### config.mk
export PLATFORM = sky130hd
export DESIGN_NAME = tdm_demux8
export DESIGN_NICKNAME = d
export VERILOG_FILES = /design/src/rtl/tdm_pkg.sv /design/src/rtl/tdm_slot_cnt.sv /design/src/rtl/tdm_demux8.sv
export SDC_FILE = /design/constraint.sdc
export NUM_CORES = 1
export LEC_CHECK = 0
export CORE_MARGIN = 2
export CORE_UTILIZATION = 55
export CTS_CLUSTER_SIZE = 8
export DETAILED_ROUTE_END_ITERATION = 10
export DONT_BUFFER_PORTS = 1
export PLACE_DENSITY = 0.81
export SLEW_MARGIN = 20
export SYNTH_ARGS = -nofsm -noshare
export SYNTH_HDL_FRONTEND = slang
export SYNTH_SLANG_ARGS = --single-unit
export TNS_END_PERCENT = 10
### constraint.sdc
create_clock -name clk -period 2.6 [get_ports clk]
set_input_delay 0.13 -clock clk [delete_from_list [all_inputs] [get_ports clk]]
set_output_delay 0.13 -clock clk [all_outputs]
set_load 0.05 [all_outputs]
### src/rtl/tdm_pkg.sv
// Shared definitions for the TDM mux/demux pair.
package tdm_pkg;

    // Frame length shared with the mux-side select scanner.
    localparam int TDM_NCH_DEFAULT = 8;

    typedef enum logic {
        HUNT   = 1'b0,
        LOCKED = 1'b1
    } tdm_state_t;

endpackage

### src/rtl/tdm_slot_cnt.sv
// Slot index counter: synchronous clear, load-to-1, increment, wrap flag.
module tdm_slot_cnt #(
    parameter int NCH = 8,
    parameter int SW  = $clog2(NCH)
) (
    input  logic          clk,
    input  logic          rst_n,
    input  logic          clr,
    input  logic          ld1,
    input  logic          inc,
    output logic [SW-1:0] cnt,
    output logic          wrap
);

    // Clear has priority over load, load over increment; increment wraps modulo NCH.
    always_ff @(posedge clk) begin
        if (!rst_n || clr) begin
            cnt <= '0;
        end else if (ld1) begin
            cnt <= SW'(1);
        end else if (inc) begin
            cnt <= cnt + 1'b1;
        end
    end

    // Last slot of the frame.
    always_comb begin
        wrap = (cnt == SW'(NCH - 1));
    end

endmodule

### src/rtl/tdm_demux8.sv
// TDM demultiplexer: locks to frame_sync on slot 0, assembles a frame in a
// shadow register and publishes it atomically on dout with a frame_valid strobe.
module tdm_demux8
    import tdm_pkg::*;
#(
    parameter int  DW  = 1,
    parameter int  NCH = TDM_NCH_DEFAULT,
    localparam int SW  = $clog2(NCH)
) (
    input  logic              clk,
    input  logic              rst_n,
    input  logic [DW-1:0]     din,
    input  logic              din_valid,
    input  logic              frame_sync,
    output logic [NCH*DW-1:0] dout,
    output logic              frame_valid,
    output logic [SW-1:0]     slot,
    output logic              locked,
    output logic              sync_err
);

    tdm_state_t        state;
    logic [NCH*DW-1:0] shadow;
    logic [NCH*DW-1:0] frame_next;
    logic              is_first;
    logic              wrap;
    logic              cnt_clr;
    logic              cnt_ld1;
    logic              cnt_inc;

    tdm_slot_cnt #(
        .NCH (NCH),
        .SW  (SW)
    ) u_slot_cnt (
        .clk   (clk),
        .rst_n (rst_n),
        .clr   (cnt_clr),
        .ld1   (cnt_ld1),
        .inc   (cnt_inc),
        .cnt   (slot),
        .wrap  (wrap)
    );

    // Slot counter control: any synced beat restarts at 1; an unsynced beat at slot 0
    // (dropped in HUNT or a missing sync in LOCKED) keeps the counter at 0.
    always_comb begin
        is_first = (slot == '0);
        cnt_ld1  = din_valid && frame_sync;
        cnt_clr  = din_valid && !frame_sync && ((state == HUNT) || is_first);
        cnt_inc  = din_valid && !frame_sync && (state == LOCKED) && !is_first;
    end

    // Completed frame: shadow with the final slot taken straight from din.
    always_comb begin
        frame_next = shadow;
        frame_next[(NCH-1)*DW +: DW] = din;
    end

    // Framing FSM with shadow/output registers and registered status outputs.
    always_ff @(posedge clk) begin
        if (!rst_n) begin
            state       <= HUNT;
            shadow      <= '0;
            dout        <= '0;
            frame_valid <= 1'b0;
            sync_err    <= 1'b0;
            locked      <= 1'b0;
        end else begin
            frame_valid <= 1'b0;
            sync_err    <= 1'b0;
            if (din_valid) begin
                case (state)
                    HUNT: begin
                        if (frame_sync) begin
                            shadow[0 +: DW] <= din;
                            state           <= LOCKED;
                            locked          <= 1'b1;
                        end
                    end
                    LOCKED: begin
                        if (frame_sync) begin
                            // Sync anywhere but slot 0 restarts the frame on this beat.
                            shadow[0 +: DW] <= din;
                            if (!is_first) begin
                                sync_err <= 1'b1;
                            end
                        end else if (is_first) begin
                            sync_err <= 1'b1;
                            state    <= HUNT;
                            locked   <= 1'b0;
                        end else if (wrap) begin
                            dout        <= frame_next;
                            frame_valid <= 1'b1;
                        end else begin
                            shadow[slot*DW +: DW] <= din;
                        end
                    end
                    default: begin
                        state  <= HUNT;
                        locked <= 1'b0;
                    end
                endcase
            end
        end
    end

endmodule

==> impl_metrics.py <==
metrics = {
    "placement": {
        "port_buffers": 0,
        "dp_hpwl_um": 1440,
        "dpl_cell_area_um2": 1040,
        "place_congestion": 0.877,
        "dp_worst_setup_slack_ns": 0.445,
        "placedCellCount": 140,
    },
    "timing": {
        "min_period_ns": 2.18,
        "holdWs_ns": 0.00447,
        "setup_violations": 0,
        "fin_crit_sh": 0.840,
        "rsz0062_at_grt": "no",
        "setup_slack_ns": 0.415,
        "worst_clock_skew_ns": 0.00688,
        "maxSlewViolCount": 0,
        "tns_ns": 0,
        "tightestPinTransition_ns": 0.587,
        "slew_headroom": 0.608,
        "fmax_mhz": 458,
        "hold_viol": 0,
    },
    "worst_setup_path": {
        "critical_path.cell_chain": "inv_1 -> ha_1 -> inv_2 -> nand3_1 -> a31oi_1 -> dlygate4sd3_1",
        "r2r_start": "u_slot_cnt.cnt[2]",
        "start_kind": "flop",
        "regToRegEndpoint": "u_slot_cnt.cnt[0]",
        "crit_required_ns": 2.85,
        "crit_arrival_ns": 2.43,
        "ff2ff_setup_slack_ns": 0.42,
        "reg2regPathDepth": 6,
        "worstPathMaxFanout": 5,
        "path_class": "reg -> reg",
        "slowest_delay_ns": 0.71,
        "critical_path.endpoint_type": "flop",
        "slowest_stage": "dfxtp_1",
    },
    "die": {
        "die_h_um": 46.8,
        "fp.dieArea_um2": 2190,
        "io_pins": 19,
        "std_cell_rows": 15,
        "start_util": 0.584,
        "die_w_um": 46.8,
        "coreArea_um2": 1730,
    },
    "clocking": {
        "clockBufferDepth": 2,
        "cts_buffers": 3,
        "cts.sinks": 22,
        "path_clk_slew_ns": 0.12,
        "clock_latency_ns": 0.30,
        "cts-root-buf": "clkbuf_4",
        "h-tree-depth": 1,
        "cts_tree": "built",
        "cts_setup_buffers": 0,
    },
    "synthesis": {
        "synth_cell_types": 26,
        "synthTopCellsByArea": "dfxtp_1 44%, ha_1 11%, nand2_1 9.7%, mux2i_1 6.9%, a21oi_1 4.5%",
        "synth-edff-count": 0,
        "dominantRegCellSynth": "dfxtp_1",
        "synthesis.area_um2": 1010,
        "synth_top_area_frac": 0.437,
        "ys_seq_area_frac": 0.437,
        "synth_nets": 130,
        "synth_cells": 116,
        "synth_seq_cells": 22,
        "synth-async-reset-ratio": 0,
        "syn_area_per_cell_um2": 8.69,
        "yosysTopAreaCell": "dfxtp_1",
        "synth-warning-count": 0,
    },
    "outcome": {
        "status": "completed",
    },
    "grt": {
        "grt_overflow": 0,
        "grt_pass1_vias": 756,
        "grt_pass1_wl_um": 3170,
        "antenna_found_initial": 0,
        "gr-max-usage-layer": "met2",
        "grt_max_degree": 15,
        "grt_usage": 0.200,
        "grtUsageMet3": 0.0538,
        "met2_usage": 0.345,
        "met1_usage": 0.239,
    },
    "route": {
        "vias": 844,
        "first_pass_iters": 4,
        "routed_wl_um": 2020,
        "viasPerCell": 5.70,
        "wl_per_cell_um": 13.7,
        "ant_nets": 0,
        "drc_errors": 0,
        "dr.first_iter.drc_count": 31,
    },
    "pwr": {
        "clkPwrFrac": 0.312,
        "comb_power_share": 0.091,
        "p_leak_nw": 0.450,
        "sw_frac_of_total": 0.240,
        "ir_drop_mv": 0.272,
        "pwr-share-seq": 0.597,
        "powerDensity_nw_per_um2": 525,
        "power_switching_mw": 0.141,
        "total_power_mw": 0.586,
        "p_int_mw": 0.445,
    },
    "min_path": {
        "hp-class": "in -> reg",
        "min_to": "shadow[6]",
        "whs_path_depth": 2,
        "hold_start": "din",
    },
    "final_layout": {
        "multi_input_area_um2": 528,
        "syn_to_final_growth_pct": 10.8,
        "utilization": 0.647,
        "final_layout_size_suffix_gt1_frac": 0.0894,
        "nFillCells": 158,
        "instances_no_fill": 148,
        "nets": 138,
        "fin_area_um2": 1120,
        "ff_latch_area_um2": 440,
        "antenna_cells": 0,
    },
    "run": {
        "maxCapViolCount": 0,
    },
}
worst max-delay path, delay by kind of cell, from the launching register on:
family / cells / cell delay, ns
buffers and inverters: 3 / 0.85
flip-flops: 1 / 0.71
AND/OR/NAND/NOR: 1 / 0.09
AO/OA/AOI/OAI: 1 / 0.18
adder cells (fa/ha/maj): 1 / 0.30
power by group through the flow:
stage          registers [mW]  clock network (mW)  logic, mW
2_1_floorplan           0.362                   0     0.0321
4_1_cts                 0.350               0.191     0.0523
6_report                0.350               0.183     0.0532
5_1_grt                 0.351               0.201     0.0576
3_3_place_gp            0.357                   0     0.0420
3_5_place_dp            0.357                   0     0.0440
how the worst max path moves through the flow:
stage | slack, ns | start | endpoint | cells past startpoint
floorplan | 0.39 | u_slot_cnt.cnt[0] | dout[0] | 8
global placement | 0.57 | u_slot_cnt.cnt[2] | dout[6] | 7
detailed placement | 0.45 | u_slot_cnt.cnt[2] | dout[2] | 7
CTS | 0.43 | u_slot_cnt.cnt[2] | dout[0] | 7
global route | 0.30 | u_slot_cnt.cnt[2] | dout[5] | 7
finish | 0.42 | u_slot_cnt.cnt[2] | u_slot_cnt.cnt[0] | 6
final cells by class:
| type | count | area share |
|---|---|---|
| clock buffer | 4 | 0.0325 |
| inverter | 7 | 0.0235 |
| tap | 25 | 0.0280 |
| sequential | 22 | 0.394 |
| multi-input combinational | 84 | 0.473 |
| timing repair buffer | 6 | 0.0493 |
kinds of logic after synthesis:
family	Yosys count	synth area share
AO/OA/AOI/OAI	17	0.104
AND/OR/NAND/NOR	51	0.238
flip-flops	22	0.437
adder cells (fa/ha/maj)	9	0.112
buffers and inverters	10	0.0397
multiplexers	7	0.0695
registers in the layout (all words and copies together), names as in the netlist:
| signal | cells |
|---|---|
| locked | 1 |
| sync_err | 1 |
| dout | 8 |
| shadow | 7 |
| state | 1 |
| frame_valid | 1 |
| u_slot_cnt.cnt | 3 |
placed cells by master (no fill, tap or decap):
cell,Yosys,layout
inv_2,2,2
buf_4,0,2
o21ai_1,2,2
nor2_2,1,1
nand4b_1,2,2
a32oi_1,2,2
clkbuf_4,0,3
clkbuf_8,0,1
nand3_1,3,3
ha_1,9,9
inv_1,4,4
a311oi_1,1,1
o22ai_2,1,1
clkinv_1,1,1
dfxtp_1,22,22
nand4_1,6,6
nand2_1,26,26
a31oi_1,1,1
nor3_1,2,2
dlygate4sd3_1,0,4
and3_1,1,1
nor2_1,7,7
nor2_4,1,1
or3_1,1,1
a21oi_1,9,9
or2_1,1,1
o21ai_0,1,1
mux2i_1,7,7
routing by layer:
layer,vias up,share of wire
met1,386,0.43
met2,37,0.48
li1,417,-
met5,-,0
met4,0,0.011
met3,4,0.078
cells in the mapped netlist (all sizes together) (2+ instances only):
cell / count
nor2: 9
mux2i: 7
dfxtp: 22
nand3: 3
inv: 6
o21ai: 3
nand4: 6
ha: 9
nand2: 26
nor3: 2
nand4b: 2
a21oi: 9
a32oi: 2
buf: 2
what timing repair did:
item | CTS | global route
hold buffers | 4 | 0
gates resized for setup | 0 | 0
hold endpoints to repair | 11 | 0
No activity file was read; power rests on OpenSTA's default activity.
